===== src/rtl/sum_acc_pkg.sv =====
`default_nettype none
// ============================================================================
// Module   : sum_acc_pkg
// Purpose  : Shared state encoding, default widths and saturation constant
//            for the windowed sum accumulator.
// Revision : 1.0 - initial release
// ============================================================================
package sum_acc_pkg;

    localparam int C_DATA_W = 9;
    localparam int C_ACC_W  = 16;
    localparam int C_CNT_W  = 8;

    localparam logic [C_ACC_W-1:0] C_SAT_ONES = {C_ACC_W{1'b1}};

    typedef enum logic [1:0] {
        ST_IDLE = 2'd0,
        ST_ACC  = 2'd1,
        ST_DONE = 2'd2
    } state_t;

endpackage : sum_acc_pkg
`default_nettype wire


===== src/rtl/sat_add.sv =====
`default_nettype none
// ============================================================================
// Module   : sat_add
// Purpose  : Combinational unsigned adder (ACC_W + zero-extended DATA_W)
//            that clamps to all-ones and flags overflow.
// Revision : 1.0 - initial release
// ============================================================================
module sat_add
    import sum_acc_pkg::*;
#(
    parameter int DATA_W = C_DATA_W,
    parameter int ACC_W  = C_ACC_W
) (
    input  logic [ACC_W-1:0]  i_a,
    input  logic [DATA_W-1:0] i_b,
    output logic [ACC_W-1:0]  o_sum,
    output logic              o_ovf
);

    logic [ACC_W:0] w_full;

    // One extra bit of headroom exposes the carry out of the accumulator.
    assign w_full = {1'b0, i_a} + {{(ACC_W + 1 - DATA_W){1'b0}}, i_b};
    assign o_ovf  = w_full[ACC_W];
    assign o_sum  = o_ovf ? {ACC_W{1'b1}} : w_full[ACC_W-1:0];

endmodule : sat_add
`default_nettype wire


===== src/rtl/sum_window_acc.sv =====
`default_nettype none
// ============================================================================
// Module   : sum_window_acc
// Purpose  : Accumulates a programmable window of valid adder sums into a
//            saturating total presented on a valid/ready result port.
// Revision : 1.0 - initial release
// ============================================================================
module sum_window_acc
    import sum_acc_pkg::*;
#(
    parameter int DATA_W = C_DATA_W,
    parameter int ACC_W  = C_ACC_W,
    parameter int CNT_W  = C_CNT_W
) (
    input  logic              clk,
    input  logic              rst,
    input  logic              start_i,
    input  logic [CNT_W-1:0]  win_len_i,
    input  logic [DATA_W-1:0] sum_i,
    input  logic              sum_valid_i,
    output logic              busy_o,
    output logic [ACC_W-1:0]  acc_o,
    output logic              ovf_o,
    output logic              done_o,
    input  logic              done_ready_i
);

    state_t             r_state;
    state_t             w_state_nxt;
    logic [CNT_W:0]     r_cnt;
    logic [ACC_W-1:0]   r_acc;
    logic               r_ovf;
    logic               r_done;
    logic               r_busy;
    logic               w_start;
    logic               w_acc_en;
    logic [ACC_W-1:0]   w_sat_sum;
    logic               w_sat_ovf;
    logic [CNT_W:0]     w_cnt_load;

    // A zero length sets the extra top bit, encoding 2^CNT_W samples.
    assign w_cnt_load = {(win_len_i == '0), win_len_i};

    sat_add #(
        .DATA_W (DATA_W),
        .ACC_W  (ACC_W)
    ) u_sat_add (
        .i_a    (r_acc),
        .i_b    (sum_i),
        .o_sum  (w_sat_sum),
        .o_ovf  (w_sat_ovf)
    );

    always_comb begin
        w_state_nxt = r_state;
        w_start     = 1'b0;
        w_acc_en    = 1'b0;
        case (r_state)
            ST_IDLE: begin
                if (start_i) begin
                    w_start     = 1'b1;
                    w_state_nxt = ST_ACC;
                end
            end
            ST_ACC: begin
                if (sum_valid_i) begin
                    w_acc_en = 1'b1;
                    if (r_cnt == (CNT_W + 1)'(1)) begin
                        w_state_nxt = ST_DONE;
                    end
                end
            end
            ST_DONE: begin
                if (done_ready_i) begin
                    if (start_i) begin
                        w_start     = 1'b1;
                        w_state_nxt = ST_ACC;
                    end else begin
                        w_state_nxt = ST_IDLE;
                    end
                end
            end
            default: w_state_nxt = ST_IDLE;
        endcase
    end

    always_ff @(posedge clk) begin
        if (rst) begin
            r_state <= ST_IDLE;
            r_cnt   <= '0;
            r_acc   <= '0;
            r_ovf   <= 1'b0;
            r_done  <= 1'b0;
            r_busy  <= 1'b0;
        end else begin
            r_state <= w_state_nxt;
            r_busy  <= (w_state_nxt != ST_IDLE);
            r_done  <= (w_state_nxt == ST_DONE);
            if (w_start) begin
                r_cnt <= w_cnt_load;
                r_acc <= '0;
                r_ovf <= 1'b0;
            end else if (w_acc_en) begin
                // Once saturated the sum stays all-ones, so only the flag needs holding.
                r_cnt <= r_cnt - (CNT_W + 1)'(1);
                r_acc <= w_sat_sum;
                r_ovf <= r_ovf | w_sat_ovf;
            end
        end
    end

    assign busy_o = r_busy;
    assign acc_o  = r_acc;
    assign ovf_o  = r_ovf;
    assign done_o = r_done;

endmodule : sum_window_acc
`default_nettype wire


===== config.mk =====
export PLATFORM = sky130hd
export DESIGN_NAME = sum_window_acc
export DESIGN_NICKNAME = d
export VERILOG_FILES = /design/src/rtl/sum_acc_pkg.sv /design/src/rtl/sat_add.sv /design/src/rtl/sum_window_acc.sv
export SDC_FILE = /design/constraint.sdc
export NUM_CORES = 1
export LEC_CHECK = 0
export CAP_MARGIN = 20
export CORE_MARGIN = 8
export CORE_UTILIZATION = 54
export DETAILED_ROUTE_END_ITERATION = 8
export HOLD_SLACK_MARGIN = 0.06
export PLACE_DENSITY = 0.84
export SYNTH_ARGS = -nofsm -noshare
export SYNTH_HDL_FRONTEND = slang
export SYNTH_HIERARCHICAL = 1
export SYNTH_SLANG_ARGS = --single-unit

===== constraint.sdc =====
create_clock -name clk -period 4.8 [get_ports clk]
set_input_delay 0.48 -clock clk [delete_from_list [all_inputs] [get_ports clk]]
set_output_delay 0.48 -clock clk [all_outputs]
set_load 0.05 [all_outputs]

==> qor.txt, run 1 <==
number of warnings reported in the yosys synthesis log -> 6
number of global-route vias before repair -> 1773
type of the worst setup path -> input pin to flop
number of cells produced by synthesis -> 244
placeable core area -> 3340 um^2
max-capacitance violation count -> 0
top flip-flop cell by instance count after synthesis -> dfxtp_1
post-CTS setup repair buffer count -> 0
power density cells -> 237 nW/um^2
post-detailed-route wirelength per cell -> 14.2 um
Peak supply drop -> 0.151 mV
buffering stage count on the worst path with inverters included -> 1
Detailed Routing Iterations Pass 1 -> 4
number of routed nets with antenna violations -> 0
Setup TNS -> 0 ps
depth of the worst register-to-register path -> 9
largest buffer count on any clock path -> 2
largest stage delay on the critical path -> 420 ps
Comb pwr share -> 22.9%
Post-CTS Resized -> 0
worst setup skew after layout -> 9.64 ps
Post-Route Utilization -> 70.9%
number of sinks driven by the clock tree -> 30
Area growth, synth to finish -> 25.5%
ordered list of cells on the worst path -> clkdlybuf4s50_1 > ha_1 > fa_1 > a211oi_1 > o21ai_4 > a2bb2oi_4 > nand2_1 > nand3_1 > nand2_1 > a21oi_1
share of flip-flops with an asynchronous set or reset -> 0%
Post-CTS Hold Fix Bufs -> 0
Flop pwr share -> 48.0%
smallest hold slack -> 481 ps
flip-flop and latch area -> 601 um^2
count of final hold-check violations -> 0
clock latency reported for the late side of the worst-skew pair -> 340 ps
area occupied by multi-input gates -> 1210 um^2
post-detailed-routing wire length -> 4.67 mm
cell count along the critical path -> 10
iteration-0 DRC count of the detailed router -> 148
number of H-tree branching levels -> 2
cell at the root of the clock tree -> clkbuf_4
total congestion overflow after global routing -> 0
register clock-pin slew on the reported worst setup and hold paths -> 100 ps
Layout Cell Area excl Fill -> 2370 um^2
transition time at the pin with the least slew margin -> 840 ps
minimum clock period -> 2640 ps
slack of the worst reg-to-reg path -> 2340 ps
max-slew violation count -> 0
horizontal extent of the die -> 75.1 um
Post-layout nets -> 316
diodes inserted -> 0
number of standard cells in the final layout excluding fillers -> 329
cell area after placement -> 2310 um^2
proportion of synthesized chip area in sequential cells -> 31.9%
estimated wirelength of the detail-placed design -> 3.47 mm
required arrival time at the worst endpoint -> 5000 ps
Worst Setup End Kind -> flop
most common cell after layout, fill and taps aside -> nand2_1
number of remaining DRC errors -> 0
part of the power in the clock network -> 29.0%
number of buffers inserted during clock tree synthesis -> 5
final weighted congestion of routability-driven global placement -> 0.852
number of flip-flops and latches in the synthesized netlist -> 30
site row count -> 21
critical register-to-register path startpoint -> acc_o[0]
cell total after placement -> 321
leakage -> 0.915 nW
pin count of the biggest net entering global routing -> 22
via count -> 1886
fraction of power spent switching nets -> 30.9%
Internal Dissipation -> 0.388 mW
Mapped Nets -> 278
share of layout cells above drive strength 1 -> 6.71%
Port Buf Inserts -> 40
switching power total -> 0.174 mW
post-synthesis cell area -> 1890 um^2
endpoint of the worst register-to-register path -> acc_o[13]
commonest non-fill, non-tap cells in the layout -> nand2_1 (49), clkdlybuf4s50_1 (40), a21oi_1 (36)
outcome -> finished, final reports clean
Filler Cell Count -> 297
TritonCTS clock tree -> done
antenna violations before repair -> 0
Vias/cell -> 5.73
worst slew margin relative to its limit -> 43.8%
DIE HEIGHT -> 75.1 um
Hold Crit Class -> flop to flop
worst setup path startpoint -> sum_i[0]
top-level port count -> 41
Cell variety after synth -> 48
mean instance size in the synthesized netlist -> 7.73 um^2
all-layer global routing usage -> 17.4%
Initial Util -> 56.5%
Most common cell on crit path -> nand2_1
setup repair after global routing missed its margin -> no
global-route wire length before repair -> 7.67 mm
cell family contributing the most delay on the critical path -> compound AO/OA/AOI/OAI gates
area enclosed by the die boundary -> 5640 um^2
number of enable-type register cells in the synthesized netlist -> 0
top fanout value on the critical path -> 12
critical path capture point -> acc_o[13]
kind of start point of the critical path -> input pin
fin crit share -> 55.1%
Slowest cell on crit path -> fa_1
top achievable clock speed -> 378 MHz
count of endpoints failing setup in the final report -> 0
data arrival at the endpoint of the critical path -> 2840 ps
-- worst min-delay path by stage --
stage	startpoint	to	slack, ps	cells past startpoint
after floorplan	r_cnt[1]	r_cnt[1]	490	2
after global placement	acc_o[4]	acc_o[4]	460	2
after detailed placement	acc_o[3]	acc_o[3]	470	2
after CTS	acc_o[3]	acc_o[3]	480	2
after global routing	acc_o[3]	acc_o[3]	510	2
final	acc_o[3]	acc_o[3]	480	2
-- synthesized netlist by cell type (all sizes together) (7+ instances only) --
cell type	number	area [um^2]
nand3	9	45.0
clkbuf	7	26.3
o21ai	9	60.1
dfxtp	30	601
nand2b	7	43.8
nand2	49	184
a31oi	7	43.8
a21oi	36	180
ha	11	138
inv	10	37.5
nor2	12	45.0
-- sequential cells by signal, summed over array words and instances, names as in the netlist --
| register | count |
|---|---|
| acc_o | 16 |
| r_cnt | 9 |
| r_state | 2 |
| busy_o | 1 |
| done_o | 1 |
| ovf_o | 1 |
-- worst reg2reg max path: cells and delay by family (launching register included) --
family	cells	cell delay, ps
AOI/OAI and AO/OA	4	810
DFF	1	340
adders and majority gates	2	640
and+or+nand+nor	3	530
-- routing by layer --
metal	vias to the layer above	wire, um	global-route usage [%]	part of all wire (%)
li1	948	-	-	-
met1	877	1980	19.5	43
met2	52	2270	29.1	49
met3	9	337	4.53	7.2
met4	0	80	10.0	1.7
met5	-	0	0	0
-- power groups by stage --
stage	sequential, mW	combinational (mW)	clock, mW
2_1_floorplan	0.284	0.0767	0
3_3_place_gp	0.275	0.126	0
3_5_place_dp	0.275	0.128	0
4_1_cts	0.270	0.128	0.164
5_1_grt	0.271	0.141	0.175
6_report	0.270	0.129	0.163
-- layout make-up --
cell class,instances,area share (%)
Clock inverter,1,0.211
Sequential cell,30,25.4
Tap cell,46,2.43
Timing Repair Buffer,40,16.9
Inverter,10,1.59
Multi-Input combinational cell,195,51.2
Clock buffer,7,2.33
-- through the flow --
step,total power [mW],setup slack [ps]
CTS,0.562,2140
finish,0.561,2160
floorplan,0.361,2300
global route,0.587,1980
global placement,0.401,1820
detailed placement,0.403,1780
-- cell families after synthesis --
| family | Yosys count | share of synthesized area, % |
|---|---|---|
| AND/OR/NAND/NOR | 101 | 26.1 |
| AO/OA/AOI/OAI | 74 | 25.6 |
| flip-flops | 30 | 31.9 |
| buffers and inverters | 19 | 3.92 |
| adder cells (fa/ha/maj) | 12 | 8.36 |
| XOR/XNOR | 6 | 2.79 |
| multiplexers | 2 | 1.33 |
Note: power is estimated with default switching activity, not from simulation.
==> run 2, diff against run 1 <==
--- a/config.mk
+++ b/config.mk
@@ -7,10 +7,10 @@
 export LEC_CHECK = 0
 export CAP_MARGIN = 20
 export CORE_MARGIN = 8
-export CORE_UTILIZATION = 54
+export CORE_UTILIZATION = 46
 export DETAILED_ROUTE_END_ITERATION = 8
 export HOLD_SLACK_MARGIN = 0.06
-export PLACE_DENSITY = 0.84
+export PLACE_DENSITY = 0.76
 export SYNTH_ARGS = -nofsm -noshare
 export SYNTH_HDL_FRONTEND = slang
 export SYNTH_HIERARCHICAL = 1
==> constraint.sdc (replaced) <==
create_clock -name clk -period 2.2 [get_ports clk]
set_input_delay 0.22 -clock clk [delete_from_list [all_inputs] [get_ports clk]]
set_output_delay 0.22 -clock clk [all_outputs]
set_load 0.05 [all_outputs]
==> run 2 against run 1 <==
Sequential share of layout area fell by 2.0 points. Power rose by 140%. Via count rose by 3.8%. Sequential power rose by 120%. Cell area rose by 9.5%. Hold slack got worse by 11 ps. First-iteration DRC count fell by 46%. Clock-buffer cell count did not move. Routed wire length rose by 5.0%. Critical path type is now flop to flop. Largest cell class unchanged.
==> qor.txt, run 2 (synthesized netlist as in run 1, its figures left out) <==
via count -> 1957
cell at the root of the clock tree -> clkbuf_8
minimum clock period -> 2100 ps
Internal Dissipation -> 0.965 mW
area occupied by multi-input gates -> 1250 um^2
count of final hold-check violations -> 0
kind of start point of the critical path -> flop
top fanout value on the critical path -> 3
Peak supply drop -> 0.421 mV
max-capacitance violation count -> 0
global-route wire length before repair -> 8.48 mm
setup repair after global routing missed its margin -> no
fin crit share -> 95.4%
number of routed nets with antenna violations -> 0
Initial Util -> 47.5%
Worst Setup End Kind -> flop
Post-Route Utilization -> 65.3%
cell area after placement -> 2450 um^2
total congestion overflow after global routing -> 0
number of buffers inserted during clock tree synthesis -> 5
Area growth, synth to finish -> 37.5%
power density cells -> 523 nW/um^2
iteration-0 DRC count of the detailed router -> 80
share of layout cells above drive strength 1 -> 15.6%
estimated wirelength of the detail-placed design -> 3.60 mm
transition time at the pin with the least slew margin -> 504 ps
diodes inserted -> 0
data arrival at the endpoint of the critical path -> 2260 ps
area enclosed by the die boundary -> 6400 um^2
worst setup skew after layout -> 3.74 ps
DIE HEIGHT -> 80.0 um
Flop pwr share -> 43.6%
antenna violations before repair -> 0
worst path setup slack after routing -> 101 ps
required arrival time at the worst endpoint -> 2360 ps
all-layer global routing usage -> 16.2%
worst slew margin relative to its limit -> 66.3%
TritonCTS clock tree -> done
Hold Path Stages -> 2
register clock-pin slew on the reported worst setup and hold paths -> 60 ps
Vias/cell -> 5.58
number of remaining DRC errors -> 0
Port Buf Inserts -> 40
switching power total -> 0.390 mW
site row count -> 23
depth of the worst register-to-register path -> 9
count of endpoints failing setup in the final report -> 0
pin count of the biggest net entering global routing -> 21
type of the worst setup path -> flop to flop
max-slew violation count -> 0
number of H-tree branching levels -> 2
Hold Crit Class -> flop to flop
power consumption -> 1.36 mW
Setup TNS -> 0 ps
Comb pwr share -> 22.9%
top-level port count -> 41
final weighted congestion of routability-driven global placement -> 0.827
flip-flop and latch area -> 606 um^2
Post-layout nets -> 334
commonest non-fill, non-tap cells in the layout -> nand2_1 (48), clkdlybuf4s50_1 (39), a21oi_1 (35)
part of the power in the clock network -> 33.5%
Placement Setup Slack -> -197 ps
largest buffer count on any clock path -> 2
fraction of power spent switching nets -> 28.8%
Post-CTS Hold Fix Bufs -> 0
leakage -> 1.03 nW
Filler Cell Count -> 367
number of flip-flops under the largest register name -> 16
number of sinks driven by the clock tree -> 30
Detailed Routing Iterations Pass 1 -> 4
number of global-route vias before repair -> 1935
clock latency reported for the late side of the worst-skew pair -> 280 ps
outcome -> finished, final reports clean
horizontal extent of the die -> 80.0 um
post-detailed-routing wire length -> 4.90 mm
placeable core area -> 3970 um^2
post-detailed-route wirelength per cell -> 14.0 um
Layout Cell Area excl Fill -> 2590 um^2
most common cell after layout, fill and taps aside -> nand2_1
top achievable clock speed -> 476 MHz
-- run 2: repair_timing --
action	4_1_cts	5_1_grt
gates resized for setup	0	9
setup endpoints to repair	0	3
buffers inserted	0	1
-- run 2: layer usage --
metal	global-route usage (%)	part of all wire, %	vias to the layer above
met5	0	0	-
met4	6.55	1.6	0
met3	3.60	5.7	8
met2	27.8	48	54
met1	18.8	45	912
li1	-	-	983
-- run 2: cell type report --
class | instances | share of cell area, %
Tap cell | 50 | 2.41
Timing Repair Buffer | 58 | 21.0
Inverter | 10 | 1.45
Clock inverter | 1 | 0.193
Clock buffer | 7 | 3.33
Multi-Input combinational cell | 195 | 48.2
Sequential cell | 30 | 23.4
-- run 2: path summary, 6_finish.rpt --
path                               start        end  slack (ps)
worst max-delay path            acc_o[0]  acc_o[12]         100
worst min-delay path            acc_o[6]   acc_o[6]         470
worst max register to register  acc_o[0]  acc_o[12]         100
worst min register to register  acc_o[6]   acc_o[6]         470
-- run 2: worst max-delay path, cell delays in order, from the launching register on --
cell and delay (ps):
dfxtp_2 330, ha_2 180, fa_2 390, a211oi_4 290, o21ai_4 100, a2bb2oi_4 160
nand4_2 110, mux2_4 300, nand2_2 50, a21oi_1 50
-- run 2: through the flow --
stage               std cells  hold WS (ps)
floorplan                 244           370
detailed placement        342           463
global route              351           506
finish                    351           471
CTS                       350           473
global placement          342           453
-- run 2: power by group through the flow --
stage	logic (mW)	clock network, mW	registers [mW]
2_1_floorplan	0.168	0	0.620
3_3_place_gp	0.298	0	0.600
3_5_place_dp	0.302	0	0.601
4_1_cts	0.305	0.470	0.590
5_1_grt	0.340	0.493	0.594
6_report	0.310	0.455	0.590
